## src/rtl/pf_iod_lvds_tx_pkg.sv

```systemverilog
// rtl/pf_iod_lvds_tx_pkg.sv - shared types and constants for the LVDS TX framer
package pf_iod_lvds_tx_pkg;

  typedef enum logic [1:0] {
    ST_TRAIN = 2'd0,
    ST_IDLE  = 2'd1,
    ST_DATA  = 2'd2
  } tx_state_e;

  localparam logic [7:0] DEF_TRAIN_PATTERN = 8'hB2;
  localparam logic [7:0] DEF_IDLE_PATTERN  = 8'h00;

  // x^7 + x^6 + 1: feedback from bits 6 and 5
  localparam logic [6:0] PRBS7_TAPS = 7'h60;
  localparam logic [6:0] PRBS7_SEED = 7'h7F;

  // One PRBS7 shift; the new bit enters at bit 0 and is the output bit
  function automatic logic [6:0] prbs7_step(input logic [6:0] s);
    return {s[5:0], ^(s & PRBS7_TAPS)};
  endfunction

endpackage

```

## src/rtl/pf_iod_lvds_tx_fifo.sv

```systemverilog
// rtl/pf_iod_lvds_tx_fifo.sv - synchronous FIFO buffering user words ahead of the framer
module pf_iod_lvds_tx_fifo #(
  parameter int WIDTH = 32,
  parameter int DEPTH = 4
) (
  input  logic             clk,
  input  logic             rst_n,
  input  logic             push,
  input  logic [WIDTH-1:0] push_data,
  input  logic             pop,
  output logic [WIDTH-1:0] head_data,
  output logic             full,
  output logic             empty
);

  localparam int AW = $clog2(DEPTH);

  logic [WIDTH-1:0] mem_q [DEPTH];
  logic [WIDTH-1:0] mem_d [DEPTH];
  logic [AW-1:0]    wr_ptr_q, wr_ptr_d;
  logic [AW-1:0]    rd_ptr_q, rd_ptr_d;
  logic [AW:0]      count_q, count_d;
  logic             do_push, do_pop;

  assign full      = (count_q == (AW+1)'(DEPTH));
  assign empty     = (count_q == '0);
  assign head_data = mem_q[rd_ptr_q];
  assign do_push   = push && !full;
  assign do_pop    = pop && !empty;

  // Next-state for storage, pointers (wrapping at DEPTH) and occupancy
  always_comb begin
    mem_d    = mem_q;
    wr_ptr_d = wr_ptr_q;
    rd_ptr_d = rd_ptr_q;
    count_d  = count_q;
    if (do_push) begin
      mem_d[wr_ptr_q] = push_data;
      wr_ptr_d        = wr_ptr_q + AW'(1);
    end
    if (do_pop) begin
      rd_ptr_d = rd_ptr_q + AW'(1);
    end
    if (do_push && !do_pop) begin
      count_d = count_q + (AW+1)'(1);
    end else if (!do_push && do_pop) begin
      count_d = count_q - (AW+1)'(1);
    end
  end

  // Pointer and count registers; reset empties the buffer
  always_ff @(posedge clk) begin
    if (!rst_n) begin
      wr_ptr_q <= '0;
      rd_ptr_q <= '0;
      count_q  <= '0;
    end else begin
      wr_ptr_q <= wr_ptr_d;
      rd_ptr_q <= rd_ptr_d;
      count_q  <= count_d;
    end
  end

  // Storage needs no reset: only entries behind a valid count are read
  always_ff @(posedge clk) begin
    mem_q <= mem_d;
  end

endmodule

```

## src/rtl/pf_iod_lvds_tx_framer.sv

```systemverilog
// rtl/pf_iod_lvds_tx_framer.sv - LVDS TX framer: training, idle and buffered data onto the serializer word
// Optional PRBS7 test source enabled by defining PF_IOD_LVDS_TX_PRBS_EN.
module pf_iod_lvds_tx_framer
  import pf_iod_lvds_tx_pkg::*;
#(
  parameter int                LANES         = 4,
  parameter int                DATA_W        = 8,
  parameter int                TRAIN_CYCLES  = 64,
  parameter logic [DATA_W-1:0] TRAIN_PATTERN = DEF_TRAIN_PATTERN,
  parameter logic [DATA_W-1:0] IDLE_PATTERN  = DEF_IDLE_PATTERN,
  parameter int                FIFO_DEPTH    = 4
) (
  input  logic                    CLK,
  input  logic                    RST_N,
  input  logic [LANES*DATA_W-1:0] TX_DATA,
  input  logic                    TX_VALID,
  output logic                    TX_READY,
  input  logic                    RETRAIN,
`ifdef PF_IOD_LVDS_TX_PRBS_EN
  input  logic                    PRBS_MODE,
`endif
  output logic [LANES*DATA_W-1:0] TXD,
  output logic                    TRAINING,
  output logic                    LINK_UP,
  output logic                    UNDERRUN
);

  localparam int W  = LANES * DATA_W;
  localparam int CW = $clog2(TRAIN_CYCLES + 1);

  tx_state_e      state_q, state_d;
  logic [CW-1:0]  cnt_q, cnt_d;
  logic [W-1:0]   txd_q, txd_d;
  logic           training_q, training_d;
  logic           link_up_q, link_up_d;
  logic           underrun_q, underrun_d;
  logic           rst_done_q;

  logic           fifo_push, fifo_pop, fifo_full, fifo_empty;
  logic [W-1:0]   fifo_head;

  assign TX_READY  = rst_done_q && !fifo_full;
  assign fifo_push = TX_VALID && TX_READY;
  assign TXD       = txd_q;
  assign TRAINING  = training_q;
  assign LINK_UP   = link_up_q;
  assign UNDERRUN  = underrun_q;

  pf_iod_lvds_tx_fifo #(
    .WIDTH (W),
    .DEPTH (FIFO_DEPTH)
  ) u_fifo (
    .clk       (CLK),
    .rst_n     (RST_N),
    .push      (fifo_push),
    .push_data (TX_DATA),
    .pop       (fifo_pop),
    .head_data (fifo_head),
    .full      (fifo_full),
    .empty     (fifo_empty)
  );

`ifdef PF_IOD_LVDS_TX_PRBS_EN
  logic [6:0]        prbs_q, prbs_d, prbs_next;
  logic [DATA_W-1:0] prbs_word;

  // Advance PRBS7 by DATA_W bits; the earliest bit lands in the word MSB
  always_comb begin
    prbs_next = prbs_q;
    prbs_word = '0;
    for (int i = DATA_W - 1; i >= 0; i--) begin
      prbs_next    = prbs7_step(prbs_next);
      prbs_word[i] = prbs_next[0];
    end
  end
`endif

  // Framer next-state: RETRAIN first, then TRAIN / IDLE / DATA behaviour
  always_comb begin
    state_d    = state_q;
    cnt_d      = cnt_q;
    txd_d      = {LANES{IDLE_PATTERN}};
    training_d = 1'b0;
    link_up_d  = link_up_q;
    underrun_d = 1'b0;
    fifo_pop   = 1'b0;
`ifdef PF_IOD_LVDS_TX_PRBS_EN
    prbs_d     = prbs_q;
`endif
    if (RETRAIN) begin
      // Leaving IDLE/DATA emits one idle word; inside TRAIN the pattern stays continuous
      state_d = ST_TRAIN;
      cnt_d   = '0;
      if (state_q == ST_TRAIN) begin
        txd_d      = {LANES{TRAIN_PATTERN}};
        training_d = 1'b1;
      end
    end else begin
      case (state_q)
        ST_TRAIN: begin
          txd_d      = {LANES{TRAIN_PATTERN}};
          training_d = 1'b1;
          if (cnt_q == CW'(TRAIN_CYCLES - 1)) begin
            state_d   = ST_IDLE;
            cnt_d     = '0;
            link_up_d = 1'b1;
          end else begin
            cnt_d = cnt_q + CW'(1);
          end
        end
        ST_IDLE: begin
`ifdef PF_IOD_LVDS_TX_PRBS_EN
          if (PRBS_MODE) begin
            txd_d  = {LANES{prbs_word}};
            prbs_d = prbs_next;
          end else
`endif
          if (!fifo_empty) begin
            state_d  = ST_DATA;
            fifo_pop = 1'b1;
            txd_d    = fifo_head;
          end
        end
        ST_DATA: begin
`ifdef PF_IOD_LVDS_TX_PRBS_EN
          if (PRBS_MODE) begin
            txd_d  = {LANES{prbs_word}};
            prbs_d = prbs_next;
          end else
`endif
          if (!fifo_empty) begin
            fifo_pop = 1'b1;
            txd_d    = fifo_head;
          end else begin
            state_d    = ST_IDLE;
            underrun_d = 1'b1;
          end
        end
        default: begin
          state_d = ST_TRAIN;
          cnt_d   = '0;
        end
      endcase
    end
  end

  // FSM and registered outputs; reset discards any burst in progress
  always_ff @(posedge CLK) begin
    if (!RST_N) begin
      state_q    <= ST_TRAIN;
      cnt_q      <= '0;
      txd_q      <= {LANES{IDLE_PATTERN}};
      training_q <= 1'b0;
      link_up_q  <= 1'b0;
      underrun_q <= 1'b0;
      rst_done_q <= 1'b0;
`ifdef PF_IOD_LVDS_TX_PRBS_EN
      prbs_q     <= PRBS7_SEED;
`endif
    end else begin
      state_q    <= state_d;
      cnt_q      <= cnt_d;
      txd_q      <= txd_d;
      training_q <= training_d;
      link_up_q  <= link_up_d;
      underrun_q <= underrun_d;
      rst_done_q <= 1'b1;
`ifdef PF_IOD_LVDS_TX_PRBS_EN
      prbs_q     <= prbs_d;
`endif
    end
  end

endmodule

```

## config.mk

```make
export PLATFORM = sky130hd
export DESIGN_NAME = pf_iod_lvds_tx_framer
export DESIGN_NICKNAME = d
export VERILOG_FILES = /design/src/rtl/pf_iod_lvds_tx_pkg.sv /design/src/rtl/pf_iod_lvds_tx_fifo.sv /design/src/rtl/pf_iod_lvds_tx_framer.sv
export SDC_FILE = /design/constraint.sdc
export NUM_CORES = 1
export LEC_CHECK = 0
export CORE_ASPECT_RATIO = 0.5
export CORE_UTILIZATION = 30
export CTS_CLUSTER_SIZE = 10
export DETAILED_ROUTE_END_ITERATION = 8
export DONT_BUFFER_PORTS = 1
export PLACE_DENSITY = 0.5
export RECOVER_POWER = 100
export SLEW_MARGIN = 10
export SYNTH_ARGS = -nofsm -noshare
export SYNTH_HDL_FRONTEND = slang
export SYNTH_SLANG_ARGS = --single-unit
```

## constraint.sdc

```tcl
create_clock -name CLK -period 3.7 [get_ports CLK]
set_clock_uncertainty 0.15 [all_clocks]
set_input_delay 0.74 -clock CLK [delete_from_list [all_inputs] [get_ports CLK]]
set_output_delay 0.74 -clock CLK [all_outputs]
set_load 0.02 [all_outputs]
```

==> metrics.csv <==
metric,value,unit
Power Dens Cells,546,mW/mm²
chip width,212,µm
post-DP HPWL,7.76,mm
vias in the first global route,3227,
CTS Hold Bufs,0,
pin count of the biggest net entering global routing,34,
endpoints failing hold,0,
fmax,0.339,GHz
Async SR Flop Fraction,0,
die area,0.0226,mm²
Skew-Pair Late Insertion Delay,0.43,ns
Power Total,4.10,mW
"Req. time, crit path",3.61,ns
clock root buffer,clkbuf_16,
drt first pass iters,4,
pre-CTS setup slack,1.05,ns
TritonCTS clock tree,yes,
synth warn,0,
R2R Path End,u_fifo.mem_q[2],
Worst Hold Class,primary input to flip-flop,
synthesized netlist cell count,373,
Worst Setup Path Type,flip-flop to flip-flop,
Post-Syn Area,0.00658,mm²
status,"complete, no violations",
diodes inserted,0,
DR WL/cell,18.5,µm
ANT nets after route,0,
max_cap viols,0,
Final setup viols,0,
Final min period,2.95,ns
top_reg_cell synth,edfxtp_1,
TritonCTS Buffers,17,
clock-pin slew on the worst setup and hold paths,0.07,ns
post-synthesis cell type count,37,
R2R setup slack,0.75,ns
Rows,37,
# DRC,0,
worst-path fanout max,19,
H-tree levels,4,
share of cells above drive strength 1,0.192,
Synth-to-Final Area Change,14.1,%
Worst Hold Depth,0,
via count,3070,
Worst path slowest cell,and2_0,
initial drt markers,210,
Hold Crit Start,RST_N,
Mapped Avg Cell Area,17.7,µm²
Routed WL,12.7,mm
vias per inst,4.47,
setup ws final,0.748,ns
Nets,430,
"commonest non-fill, non-tap cell in the layout",edfxtp_1,
"commonest non-fill, non-tap cells in the layout","edfxtp_1, dfxtp_1, mux4_2",
RSZ-0062 raised after global routing,no,
Seq cells post-synth,180,
Post-synth EDFFs,128,
CP startpoint kind,flip-flop,
WHS Endpoint,rst_done_q,
# resized after CTS,0,
CP Capture Type,flip-flop,
fin crit share,0.798,
I/O pins,72,
CP bufs+invs,1,
starting density of the core,0.313,
share of the yosys chip area belonging to registers,0.742,
PortBufs,0,
leakage power,2.49,nW
Die Ht,107,µm
Crit path max-delay family,simple AND/OR/NAND/NOR gates,
GRT Util Overall,0.119,
grt ovf,0,
Max clock buf depth,2,
Slew @ Worst Pin,1.17,ns
post-CTS setup buffer count,0,
cell depth of the worst flop-to-flop path,3,
area of the core,0.0210,mm²
TritonCTS Sinks,180,
WP data arrival,2.86,ns
fin. max-slew vios,0,
setup tns final,0,ns
first-pass GRT wire length,19.5,mm
launching point of the worst reg2reg path,u_fifo.count_q[0],
Mapped Nets,421,
CP cell instances,"o311a_1, and2_0, clkbuf_2",
Max VDD drop,0.264,mV
initial antenna violation count,0,
CP max stage delay,0.95,ns
RD Place Congestion,0.688,
Slew Limit Headroom,0.217,
==> worst reg2reg max path: stages, from the launching register on <==
cell and delay (ns):
dfxtp_1 0.47, o311a_1 0.37, and2_0 0.95, clkbuf_2 0.65
==> worst max-delay path by stage <==
stage,start,endpoint,slack [ns],cells after the start
after floorplan,state_q[0],u_fifo.count_q[2],1.11,11
after global placement,state_q[0],u_fifo.count_q[2],1.09,10
after detailed placement,state_q[0],u_fifo.count_q[2],1.05,10
after CTS,state_q[0],u_fifo.count_q[2],1.02,10
after global routing,u_fifo.count_q[0],u_fifo.mem_q[2],0.54,3
final,u_fifo.count_q[0],u_fifo.mem_q[2],0.75,3
==> layout make-up <==
cell class | instances | area, µm²
Fill cell | 1995 | 13500
Sequential cell | 180 | 4890
Multi-Input combinational cell | 167 | 1600
Clock buffer | 17 | 425
Tap cell | 292 | 365
Clock inverter | 15 | 161
Timing Repair Buffer | 9 | 48.8
Inverter | 7 | 26.3
==> report_power, final <==
part           total [mW]  switching [mW]  internal (mW)
combinational      0.0976          0.0561         0.0415
sequential           2.25          0.0381           2.21
clock                1.75           0.844          0.906
total                4.10           0.938           3.16
==> Yosys cell counts (all sizes together) (5+ instances only) <==
library cell,instances,area [µm²]
nor2b,5,31.3
mux4,32,721
buf,5,23.8
clkbuf,14,52.6
nor2,22,82.6
ha,11,138
xnor2,5,43.8
inv,7,26.3
o21ai,7,35.0
nand2,6,22.5
and3,17,106
a21oi,22,110
edfxtp,128,3840
and2,9,56.3
dfxtp,52,1040
==> layer usage <==
| layer | global-route usage | share of wire | vias to the layer above |
|---|---|---|---|
| li1 | - | - | 1448 |
| met1 | 0.149 | 0.46 | 1570 |
| met2 | 0.194 | 0.48 | 45 |
| met3 | 0.0428 | 0.052 | 7 |
| met4 | 0.0388 | 0.0076 | 0 |
| met5 | 0 | 0 | - |
==> cell families (layout without fill, tap and decap cells) <==
family	Yosys count	count (layout)	synth area share
AOI/OAI and AO/OA	38	38	0.0335
DFF	180	180	0.742
and+or+nand+nor	75	75	0.0616
xor gates and xnor gates	7	7	0.00931
buffers and inverters	26	48	0.0156
muxes	35	35	0.114
adders and majority gates	12	12	0.0239
==> stage by stage <==
stage          std cells  hold slack (ns)   util  area, µm²
6_report             687            0.196  0.357       7510
5_1_grt              687            0.168  0.357       7510
4_1_cts              687            0.172  0.358       7530
3_5_place_dp         655            0.323  0.331       6950
3_3_place_gp         655            0.310  0.331       6950
2_1_floorplan        373            0.288      -       6580
==> sequential cells by signal, indices dropped and copies added (netlist names) <==
register	cells
LINK_UP	1
rst_done_q	1
state_q	2
cnt_q	7
u_fifo.rd_ptr_q	2
u_fifo.wr_ptr_q	2
UNDERRUN	1
u_fifo.count_q	3
TRAINING	1
TXD	32
u_fifo.mem_q	128
Note: power is estimated with default switching activity, not from simulation.
